**config.mk**
```make
export PLATFORM = sky130hd
export DESIGN_NAME = alsu_pipe
export DESIGN_NICKNAME = d
export VERILOG_FILES = /design/src/rtl/alsu_pkg.sv /design/src/rtl/alsu_seq_mult.sv /design/src/rtl/alsu_pipe.sv
export SDC_FILE = /design/constraint.sdc
export NUM_CORES = 1
export LEC_CHECK = 0
export ABC_AREA = 1
export BUFFER_PORTS_ARGS = -buffer_cell sky130_fd_sc_hd__buf_2
export CORE_MARGIN = 2
export CORE_UTILIZATION = 30
export DETAILED_ROUTE_END_ITERATION = 6
export GPL_TIMING_DRIVEN = 1
export PLACE_DENSITY = 0.56
export SKIP_CTS_REPAIR_TIMING = 1
export SLEW_MARGIN = 15
export SYNTH_ARGS = -nofsm -noshare
export SYNTH_HDL_FRONTEND = slang
export SYNTH_HIERARCHICAL = 1
export SYNTH_SLANG_ARGS = --single-unit
```
**constraint.sdc**
```tcl
create_clock -name clk -period 1.7 [get_ports clk]
set_input_delay 0.085 -clock clk [delete_from_list [all_inputs] [get_ports clk]]
set_output_delay 0.085 -clock clk [all_outputs]
set_load 0.01 [all_outputs]
```
**src/rtl/alsu_pkg.sv**
```systemverilog
// Package for the pipelined ALSU.
// Holds the opcode encodings, the control FSM state type and the helper
// function that decides whether a command bundle is illegal.
// Ports: none (package).
package alsu_pkg;

  localparam logic [2:0] OP_AND    = 3'd0;
  localparam logic [2:0] OP_XOR    = 3'd1;
  localparam logic [2:0] OP_ADD    = 3'd2;
  localparam logic [2:0] OP_MULT   = 3'd3;
  localparam logic [2:0] OP_SHIFT  = 3'd4;
  localparam logic [2:0] OP_ROTATE = 3'd5;
  localparam logic [2:0] OP_INV6   = 3'd6;
  localparam logic [2:0] OP_INV7   = 3'd7;

  localparam logic [15:0] LEDS_ON  = 16'hFFFF;
  localparam logic [15:0] LEDS_OFF = 16'h0000;

  typedef enum logic {
    ST_IDLE = 1'b0,
    ST_BUSY = 1'b1
  } alsu_state_t;

  // Opcodes 6/7 are never legal; reductions only make sense for AND/XOR.
  function automatic logic opcode_invalid(input logic [2:0] op,
                                          input logic       red_a,
                                          input logic       red_b);
    return (op == OP_INV6) || (op == OP_INV7) ||
           ((red_a | red_b) && (op >= OP_ADD));
  endfunction

endpackage

```
**src/rtl/alsu_seq_mult.sv**
```systemverilog
// Iterative shift-add multiplier for the ALSU.
// start loads the operands; one multiplier bit is consumed per clock and
// done is raised combinationally during the WIDTH-th busy cycle, with the
// complete product presented on product in that same cycle so the caller
// can register it on the closing edge.
// Ports:
//   clk, rst_n   clock, asynchronous active-low reset (aborts a multiply)
//   start        load a/b and begin (ignored while a multiply runs)
//   a, b         WIDTH-bit unsigned operands
//   done         high in the last busy cycle
//   product      2*WIDTH-bit result, valid while done is high
module alsu_seq_mult
  #(parameter int WIDTH = 3)
  (
    input  logic               clk,
    input  logic               rst_n,
    input  logic               start,
    input  logic [WIDTH-1:0]   a,
    input  logic [WIDTH-1:0]   b,
    output logic               done,
    output logic [2*WIDTH-1:0] product
  );

  localparam int OW    = 2 * WIDTH;
  localparam int CNT_W = $clog2(WIDTH);

  logic [OW-1:0]    mcand;
  logic [OW-1:0]    acc;
  logic [OW-1:0]    acc_next;
  logic [WIDTH-1:0] mplier;
  logic [CNT_W-1:0] cnt;
  logic             active;

  // The final partial product is folded in combinationally so the result is
  // ready on the last busy cycle instead of one clock later.
  assign acc_next = acc + (mplier[0] ? mcand : '0);
  assign done     = active && (cnt == CNT_W'(WIDTH - 1));
  assign product  = acc_next;

  always_ff @(posedge clk or negedge rst_n) begin
    if (!rst_n) begin
      mcand  <= '0;
      acc    <= '0;
      mplier <= '0;
      cnt    <= '0;
      active <= 1'b0;
    end else if (start && !active) begin
      mcand  <= OW'(a);
      acc    <= '0;
      mplier <= b;
      cnt    <= '0;
      active <= 1'b1;
    end else if (active) begin
      acc    <= acc_next;
      mcand  <= mcand << 1;
      mplier <= mplier >> 1;
      cnt    <= cnt + CNT_W'(1);
      if (done) begin
        active <= 1'b0;
      end
    end
  end

endmodule

```
**src/rtl/alsu_pipe.sv**
```systemverilog
// WIDTH-bit arithmetic/logic/shift unit with a valid/ready command input,
// registered 2*WIDTH-bit result, iterative multiply and an invalid-op alarm
// shown on the LEDs.
// Build option: define ALSU_LED_BLINK_EN to make the alarm blink every
// BLINK_DIV clocks; without it the LEDs stay solidly lit during an alarm and
// no blink divider exists.
// Ports:
//   clk, rst_n            clock, asynchronous active-low reset
//   in_valid / in_ready   command handshake (ready only when idle)
//   A, B                  WIDTH-bit operands
//   opcode                0 AND,1 XOR,2 ADD,3 MULT,4 SHIFT,5 ROTATE,6/7 invalid
//   cin                   ADD carry-in (used when FULL_ADDER == "ON")
//   serial_in             fill bit for SHIFT
//   direction             1 left, 0 right for SHIFT/ROTATE
//   red_op_A / red_op_B   reduce A / B (AND/XOR only)
//   bypass_A / bypass_B   pass A / B straight through
//   out_valid             one-cycle pulse when out/err update
//   out                   registered 2*WIDTH-bit result
//   err                   last completed command was invalid
//   leds                  alarm display
//   busy                  multiply in progress
module alsu_pipe
  import alsu_pkg::*;
  #(parameter int    WIDTH          = 3,
    parameter string INPUT_PRIORITY = "A",
    parameter string FULL_ADDER     = "ON",
    parameter int    BLINK_DIV      = 4)
  (
    input  logic               clk,
    input  logic               rst_n,
    input  logic               in_valid,
    output logic               in_ready,
    input  logic [WIDTH-1:0]   A,
    input  logic [WIDTH-1:0]   B,
    input  logic [2:0]         opcode,
    input  logic               cin,
    input  logic               serial_in,
    input  logic               direction,
    input  logic               red_op_A,
    input  logic               red_op_B,
    input  logic               bypass_A,
    input  logic               bypass_B,
    output logic               out_valid,
    output logic [2*WIDTH-1:0] out,
    output logic               err,
    output logic [15:0]        leds,
    output logic               busy
  );

  localparam int OW     = 2 * WIDTH;
  localparam bit PRIO_B = (INPUT_PRIORITY == "B");
  localparam bit FA_ON  = (FULL_ADDER == "ON");

  alsu_state_t state, next_state;

  logic             accept;
  logic             bypass_any;
  logic             use_b_bypass;
  logic             red_any;
  logic             use_b_red;
  logic [WIDTH-1:0] red_src;
  logic             cmd_invalid;
  logic             is_mult_cmd;
  logic [OW-1:0]    single_res;
  logic [WIDTH:0]   add_sum;
  logic             mult_start;
  logic             mult_done;
  logic [OW-1:0]    mult_product;

  assign in_ready   = (state == ST_IDLE);
  assign busy       = (state == ST_BUSY);
  assign accept     = in_valid & in_ready;
  assign mult_start = accept & is_mult_cmd;

  assign add_sum = {1'b0, A} + {1'b0, B} + {{WIDTH{1'b0}}, cin & FA_ON};

  // Command decode: bypass wins over the invalid check, which wins over the
  // opcode. MULT produces no immediate result; it only flags the start.
  always_comb begin
    single_res   = '0;
    is_mult_cmd  = 1'b0;
    bypass_any   = bypass_A | bypass_B;
    use_b_bypass = bypass_B & (~bypass_A | PRIO_B);
    red_any      = red_op_A | red_op_B;
    use_b_red    = red_op_B & (~red_op_A | PRIO_B);
    red_src      = use_b_red ? B : A;
    cmd_invalid  = opcode_invalid(opcode, red_op_A, red_op_B);
    if (bypass_any) begin
      single_res = use_b_bypass ? OW'(B) : OW'(A);
    end else if (!cmd_invalid) begin
      case (opcode)
        OP_AND:    single_res = red_any ? OW'(&red_src) : OW'(A & B);
        OP_XOR:    single_res = red_any ? OW'(^red_src) : OW'(A ^ B);
        OP_ADD:    single_res = OW'(add_sum);
        OP_MULT:   is_mult_cmd = 1'b1;
        OP_SHIFT:  single_res = direction ? {out[OW-2:0], serial_in}
                                          : {serial_in, out[OW-1:1]};
        OP_ROTATE: single_res = direction ? {out[OW-2:0], out[OW-1]}
                                          : {out[0], out[OW-1:1]};
        default:   single_res = '0;
      endcase
    end
  end

  // Control FSM state register.
  always_ff @(posedge clk or negedge rst_n) begin
    if (!rst_n) begin
      state <= ST_IDLE;
    end else begin
      state <= next_state;
    end
  end

  // Only a multiply leaves IDLE; the multiplier's done ends the BUSY phase.
  always_comb begin
    next_state = state;
    case (state)
      ST_IDLE: if (mult_start) next_state = ST_BUSY;
      ST_BUSY: if (mult_done)  next_state = ST_IDLE;
      default: next_state = ST_IDLE;
    endcase
  end

  alsu_seq_mult #(.WIDTH(WIDTH)) u_mult (
    .clk     (clk),
    .rst_n   (rst_n),
    .start   (mult_start),
    .a       (A),
    .b       (B),
    .done    (mult_done),
    .product (mult_product)
  );

  // Result register: single-cycle commands land on the accepting edge, a
  // multiply lands on its final busy edge. out holds between updates.
  always_ff @(posedge clk or negedge rst_n) begin
    if (!rst_n) begin
      out       <= '0;
      out_valid <= 1'b0;
      err       <= 1'b0;
    end else begin
      out_valid <= 1'b0;
      if (accept && !is_mult_cmd) begin
        out       <= single_res;
        out_valid <= 1'b1;
        err       <= cmd_invalid & ~bypass_any;
      end else if (busy && mult_done) begin
        out       <= mult_product;
        out_valid <= 1'b1;
        err       <= 1'b0;
      end
    end
  end

  logic accept_bad;
  logic accept_good;

  assign accept_bad  = accept & cmd_invalid & ~bypass_any;
  assign accept_good = accept & ~accept_bad;

`ifdef ALSU_LED_BLINK_EN
  localparam int DIV_W = (BLINK_DIV > 1) ? $clog2(BLINK_DIV) : 1;

  logic             alarm;
  logic [DIV_W-1:0] blink_div;

  // Alarm with blinking: an invalid command (re)starts the phase lit, a good
  // command clears it; in between the LEDs invert every BLINK_DIV clocks.
  always_ff @(posedge clk or negedge rst_n) begin
    if (!rst_n) begin
      alarm     <= 1'b0;
      leds      <= LEDS_OFF;
      blink_div <= '0;
    end else if (accept_bad) begin
      alarm     <= 1'b1;
      leds      <= LEDS_ON;
      blink_div <= '0;
    end else if (accept_good) begin
      alarm     <= 1'b0;
      leds      <= LEDS_OFF;
      blink_div <= '0;
    end else if (alarm) begin
      if (blink_div == DIV_W'(BLINK_DIV - 1)) begin
        blink_div <= '0;
        leds      <= ~leds;
      end else begin
        blink_div <= blink_div + DIV_W'(1);
      end
    end
  end
`else
  // Static alarm: lit solid from an invalid command until a good one.
  always_ff @(posedge clk or negedge rst_n) begin
    if (!rst_n) begin
      leds <= LEDS_OFF;
    end else if (accept_bad) begin
      leds <= LEDS_ON;
    end else if (accept_good) begin
      leds <= LEDS_OFF;
    end
  end
`endif

endmodule

```
[Word-level counts from Yosys, hierarchy flattened]
Cells that the tools add are included.
Word-level totals
  bits in registers: 43
  input port bits: 19
  logic and storage cells: 89
Cells by class
  add/subtract/negate cells: 4
  order comparisons: 1
  eq/ne operators: 8
  multiplexer cells: 34
  bitwise operators: 17
  reductions and logical operators: 15
Operators by type and width (number)
  $mux W6: 11
  $mux W16: 2
  $pmux W6 S5: 1
  $mux W3: 6
  $eq A3 B3 Y1 const B: 4
  $mux W1: 11
  $and A1 B1 Y1: 8
  $add A6 B6 Y6: 1
  $eq A3 B2 Y1 const B: 2
  $reduce_bool A2 Y1: 3
  $logic_and A1 B1 Y1: 5
  $not A1 Y1: 5
  $add A3 B3 Y4: 1
  $add A4 B1 Y4: 1
  $mux W2: 2
  $and A3 B3 Y3: 1
  $eq A3 B1 Y1 const B: 1
  $ge A3 B2 Y1 const B: 1
  $logic_not A3 Y1: 1
  $reduce_and A3 Y1: 1
  $reduce_xor A3 Y1: 1
  $xor A3 B3 Y3: 1
  $add A2 B1 Y2 const B: 1
  $eq A2 B2 Y1 const B: 1
  4 further kinds: 7

[Logic depth before layout (Yosys ltp)]
  word-level depth: 9
  mapped depth: 14

[Cells and area by module]
Netlist, hierarchy kept.
Modules (own cells, without submodules)
  alsu_pipe: instances 1, cells each 181, area each 1142.3 um^2, seq. area each 250.2 um^2
  alsu_seq_mult: instances 1, cells each 119, area each 982.2 um^2, seq. area each 450.4 um^2

[Least setup slack after synthesis]
No wires, ideal clock.
  path kind: reg2reg
  from: register u_mult.mplier[0]
  to: register out[4]
  arrival: 1.665 ns
  required time: 1.576 ns
  setup slack: -0.089 ns
  cell stages (with the launch flop): 11
  buffers on the path: 1
  path through: dfrtp_1 -> buf_2 -> nand2_1 -> inv_1 -> ha_1 -> fa_1 -> nand3_1 -> nand2_1 -> xor2_2 -> o211ai_1 -> nand2_1
On the way
  word-level cells in the longest chain between the ends: 4
Ends and longest elaborated chain
  from (decl): RTL line alsu_seq_mult.sv:30  | logic [WIDTH-1:0] mplier;
  from (signal assigned): RTL line alsu_seq_mult.sv:56  | mplier <= mplier >> 1;
  $mux W6: RTL line alsu_seq_mult.sv:36  | assign acc_next = acc + (mplier[0] ? mcand : '0);
  $add A6 B6 Y6: RTL line alsu_seq_mult.sv:36
  named net mult_product[4]: RTL line alsu_pipe.sv:68  | logic [OW-1:0] mult_product;
  $mux W6: RTL line alsu_pipe.sv:147  | end else if (busy && mult_done) begin
  $mux W6: RTL line alsu_pipe.sv:143  | if (accept && !is_mult_cmd) begin
  to (signal assigned): RTL line alsu_pipe.sv:144  | out <= single_res;
  to (signal assigned): RTL line alsu_pipe.sv:148  | out <= mult_product;
  to (decl): RTL line alsu_pipe.sv:44  | output logic [2*WIDTH-1:0] out,
The timed path passes the listed nets, and every way through them passes these cells. The select of a mux whose other input is x is not followed.
A chain may end at the register's enable or synchronous reset.

[Final worst setup path]
Ends and elaborated chain as after synthesis.

==> results.md <==
Power:
- Cell internal power was estimated by the tool at about 900 uW.
- For this design the ratio of total power to cell area is 463.6 nW/um^2.
- In this run switching power makes up about a quarter of total power.
- The peak supply drop is 0.3225 mV.
- The analysis attributes to cell leakage a power of between 1 and 1.5 nW.
- The share of total power in the clock network is 29.5%.
- In this run, flip-flops and latches consume 55.6% of the power.
- In this run, the combinational gates consume ~15% of the power.
- The switching component of the power is 304.3 uW.

Worst setup path:
- Among all stages on the critical path, the largest delay is contributed by sky130_fd_sc_hd__dfrtp_2.
- The worst setup path is captured at a flip-flop.
- The number of buffer and inverter instances along the worst setup path is 1.
- The worst setup path is launched from a flip-flop.
- The terminus of the critical flop-to-flop path is out[4].
- Traced cell by cell, the critical path runs through nand2_1, inv_1, ha_2, fa_2, nand3_2, nand2_2, xor2_2, o211ai_1, nand2_1.
- The type of the worst setup path is flip-flop to flip-flop.
- The number of cells on the worst reg-to-reg path is 9.
- STA puts the critical path data arrival time at roughly 1.9 ns.
- The largest fanout on the critical path is 7.
- The cell type with the highest occurrence count on the critical path is sky130_fd_sc_hd__nand2_1.
- For this run, the slowest stage of the critical path takes 0.45 ns.
- The startpoint identified for the worst register-to-register timing path is u_mult/mplier[0].
- Grouping stages by cell kind, the critical path spends the most delay in adder cells.
- Setup slack on the worst reg-to-reg path comes out at 0.009 ns.
- The endpoint required time on the critical path is 1.87 ns.

STA:
- For the final database, setup skew stands at slightly above 0.009 ns.
- The final hold violation count is 0.
- The hold slack is 0.09086 ns.
- The number of max-slew violations in the final report is 0.
- Based on the critical path, the design can be clocked at up to 0.5914 GHz.
- In this run the tightest slew margin relative to its limit is 57.81%.
- After layout, the worst path uses ~100% of the clock period.
- The number of failing setup endpoints in the final timing report is 0.
- The time the final worst path needs with I/O delays and setup is roughly 1.7 ns.
- The slew at the pin closest to its max-slew limit is 0.6329 ns.
- Setup repair after global routing could not meet its margin everywhere.

Place:
- During placement, the flow inserted port buffers numbering 44.
- Routability-driven placement finished with a final weighted congestion of 0.7972.
- After detailed placement, the design holds a cell count of 436.
- The placed wire-length estimate is 4079 microns.

Floorplan:
- The die covers between 7000 and 8000 sq um.
- The number of placed I/O pins is 45.
- The width of the die is 88.16 microns.
- The floorplan step defined a core boundary enclosing ~6800 sq um.
- The die height is about 88 microns.
- The initial cell density of the core is 31.10%.
- The site row count is 30.

Cells and area:
- The filler cells instantiated in the layout total 741.
- The storage element area is 701.9 sq um.
- At the end of the flow, the number of nets in the layout was 379.
- After the flow finishes, the layout carries non-filler instances totaling 441.
- From synthesis to final layout, the design area changed by 21.38%.
- The share of layout cells above drive strength 1 is 26.67%.
- The count of inserted antenna diode cells is 0.
- Summing all multi-input logic gate instances after layout gives 1212 sq um.

Drt:
- The total iterations of the first detailed-routing run is 4.
- After the first detailed-routing iteration, the DRC count stood at 99.
- Summed over all layers, the routed wires come to 5011 microns.
- In this run the remaining antenna-violating nets after routing total 0.
- For this run, design rule violations remaining after detail routing come to 0.
- The detailed router placed 1986 vias in this run.
- The routed length per instance is 11.36 microns.
- Using the TritonRoute via totals, the vias-per-cell ratio works out to 4.503.

Clocking:
- The clock tree buffer depth is 2.
- In this run the number of H-tree levels came out at 1.
- Clock-pin slew was measured on the worst setup and hold paths at 0.10 ns.
- The latest clock arrival within the worst-skew pair is 0.27 ns.
- CTS placed an instance of sky130_fd_sc_hd__clkbuf_8 at the clock tree root.
- The total number of clock tree sinks is 28.
- TritonCTS built the clock tree.
- The number of clock buffers added by TritonCTS is 3.

GRT:
- Global routing consumed, on the met2 layer, between 20% and 30% of the routing resources.
- For this run the aggregate overflow at the end of global routing stands at 0.
- The first-pass GRT wire length is 8383 microns.
- The total global routing track utilization is 13.62%.
- In this run the most used layer during global routing was met2.
- Global routing used 18.89% of the available met1 tracks.
- The via count of the first global-routing pass is about 1800.
- The global routing met3 resource utilization is 2.828%.
- The initial antenna violation count is 0.
- Entering global routing, the biggest net connects 29 pins.

Hold path:
- The class of the most critical hold timing path is input pin to flip-flop.
- In this run the most critical hold path is launched from B[2].
- Along the worst hold path, the cell count comes to 2.
- The worst hold path terminates at u_mult/mplier[2].

Job:
- The number of max-capacitance violations reported is 0.

Synth:
- The proportion of netlist area held by the largest area contributor is 32.98%.
- During synthesis, Yosys emitted a total of 6 warnings.
- Summing the sequential cell areas from Yosys gives roughly 33% of the chip area.
- The synthesized area is 2125 sq um.
- The number of nets in the synthesized netlist is 332.
- The share of flip-flops with an asynchronous set or reset is 100.0%.
- In the post-synthesis netlist, the biggest area contributors are sky130_fd_sc_hd__dfrtp_1, sky130_fd_sc_hd__nand2_1, sky130_fd_sc_hd__inv_1.
- After synthesis the netlist holds a flip-flop and latch count of 28.
- The count of different cell masters after synthesis is 31.
- The synthesized design contains 0 enable-type register cells.
- The primary flip-flop cell chosen by synthesis mapping is sky130_fd_sc_hd__dfrtp_1.
- sky130_fd_sc_hd__dfrtp_1 takes more of the synthesized area than any other cell.
- The synthesized area divided by synthesized cell count is slightly above 7 sq um.
- The cell count after synthesis is 300.
- The cell with the most instances after synthesis is sky130_fd_sc_hd__nand2_1.
- The commonest cells after synthesis are sky130_fd_sc_hd__nand2_1, sky130_fd_sc_hd__inv_1, sky130_fd_sc_hd__nor2_1.

Outcome:
- The flow ran to the end, and the final reports show no timing, DRC or antenna violations.
-- power by group through the flow --
stage	clock network [mW]	logic [mW]	registers, mW
6_report	0.353	0.177	0.665
5_1_grt	0.406	0.206	0.666
4_1_cts	0.371	0.176	0.665
3_5_place_dp	0	0.176	0.679
3_3_place_gp	0	0.176	0.679
2_1_floorplan	0	0.0962	0.679
-- flip-flops by register name (all words and copies together), names as in the netlist --
signal and cells:
u_mult/acc 6, err 1, u_mult/mplier 3, busy 1
u_mult/cnt 2, out_valid 1, u_mult/mcand 6, leds 1
out 6, u_mult/active 1
-- logic make-up (layout without fill, tap and decap cells) --
logic type                 Yosys count  in the layout  share of synthesized area (%)
and+or+nand+nor                    158            158                          32.16
buffers and inverters               60            105                          13.66
AOI/OAI and AO/OA                   39             39                          11.31
DFF                                 28             28                          32.98
adders and majority gates           13             13                          8.716
xor gates and xnor gates             2              2                          1.178
-- metal layers --
layer	vias to the layer above	wire length, microns
met5	-	0
met4	0	54
met3	4	214
met2	40	2321
met1	916	2421
li1	1026	-
-- area by class of cell --
type / instances / area share [%]
Clock buffer: 3 / 1.601
Sequential cell: 28 / 27.22
Inverter: 42 / 6.211
Tap cell: 96 / 4.658
Timing Repair Buffer: 60 / 13.29
Multi-Input combinational cell: 212 / 47.02
-- per-stage QoR --
| stage | worst slack [ns] | total power, mW | setup TNS, ns | area, sq um | utilization [%] |
|---|---|---|---|---|---|
| 2_1_floorplan | 0.008776 | 0.7751 | 0 | 2143 | - |
| 3_3_place_gp | 0.007598 | 0.8541 | 0 | 2452 | 35.90 |
| 3_5_place_dp | -0.01191 | 0.8544 | -0.01191 | 2452 | 35.90 |
| 4_1_cts | -0.02001 | 1.213 | -0.03159 | 2494 | 36.50 |
| 5_1_grt | -0.08688 | 1.278 | -0.1737 | 2579 | 37.75 |
| 6_report | 0.009050 | 1.196 | 0 | 2579 | 37.75 |
-- placed cells by master, fill, tap and decap left out --
cell type,Yosys,layout
sky130_fd_sc_hd__a21o_2,1,1
sky130_fd_sc_hd__a21oi_1,8,7
sky130_fd_sc_hd__a21oi_2,1,2
sky130_fd_sc_hd__a22o_1,3,3
sky130_fd_sc_hd__a22oi_1,1,1
sky130_fd_sc_hd__and2_1,2,2
sky130_fd_sc_hd__buf_2,2,44
sky130_fd_sc_hd__buf_4,16,15
sky130_fd_sc_hd__clkbuf_8,0,3
sky130_fd_sc_hd__dfrtp_1,28,27
sky130_fd_sc_hd__dfrtp_2,0,1
sky130_fd_sc_hd__dlygate4sd3_1,0,1
sky130_fd_sc_hd__fa_1,3,2
sky130_fd_sc_hd__fa_2,0,1
sky130_fd_sc_hd__ha_1,10,6
sky130_fd_sc_hd__ha_2,0,1
sky130_fd_sc_hd__ha_4,0,3
sky130_fd_sc_hd__inv_1,39,39
sky130_fd_sc_hd__inv_2,2,2
sky130_fd_sc_hd__inv_4,1,1
sky130_fd_sc_hd__nand2_1,88,84
sky130_fd_sc_hd__nand2_2,0,4
sky130_fd_sc_hd__nand2_4,3,3
sky130_fd_sc_hd__nand3_1,26,23
sky130_fd_sc_hd__nand3_2,0,3
sky130_fd_sc_hd__nor2_1,33,33
sky130_fd_sc_hd__nor2_2,1,1
sky130_fd_sc_hd__nor2_4,2,2
sky130_fd_sc_hd__nor3_1,1,1
sky130_fd_sc_hd__nor3b_2,1,1
sky130_fd_sc_hd__o211ai_1,2,2
sky130_fd_sc_hd__o21ai_0,16,15
sky130_fd_sc_hd__o21ai_1,1,2
sky130_fd_sc_hd__o21ai_4,1,1
sky130_fd_sc_hd__o22ai_1,4,4
sky130_fd_sc_hd__o31ai_1,1,1
sky130_fd_sc_hd__or2_2,1,1
sky130_fd_sc_hd__xnor2_2,0,1
sky130_fd_sc_hd__xor2_2,1,1
-- worst max path at each step --
stage                startpoint  endpoint  slack, ns  cells after the start
6_report       u_mult/mplier[0]    out[4]      0.009                      9
5_1_grt        u_mult/mplier[0]    out[4]      -0.09                      9
4_1_cts        u_mult/mplier[0]    out[4]      -0.02                      9
3_5_place_dp   u_mult/mplier[0]    out[4]      -0.01                      9
3_3_place_gp   u_mult/mplier[0]    out[4]      0.008                      9
2_1_floorplan  u_mult/mplier[0]    out[4]      0.009                     10
Note: power is estimated with default switching activity, not from simulation.
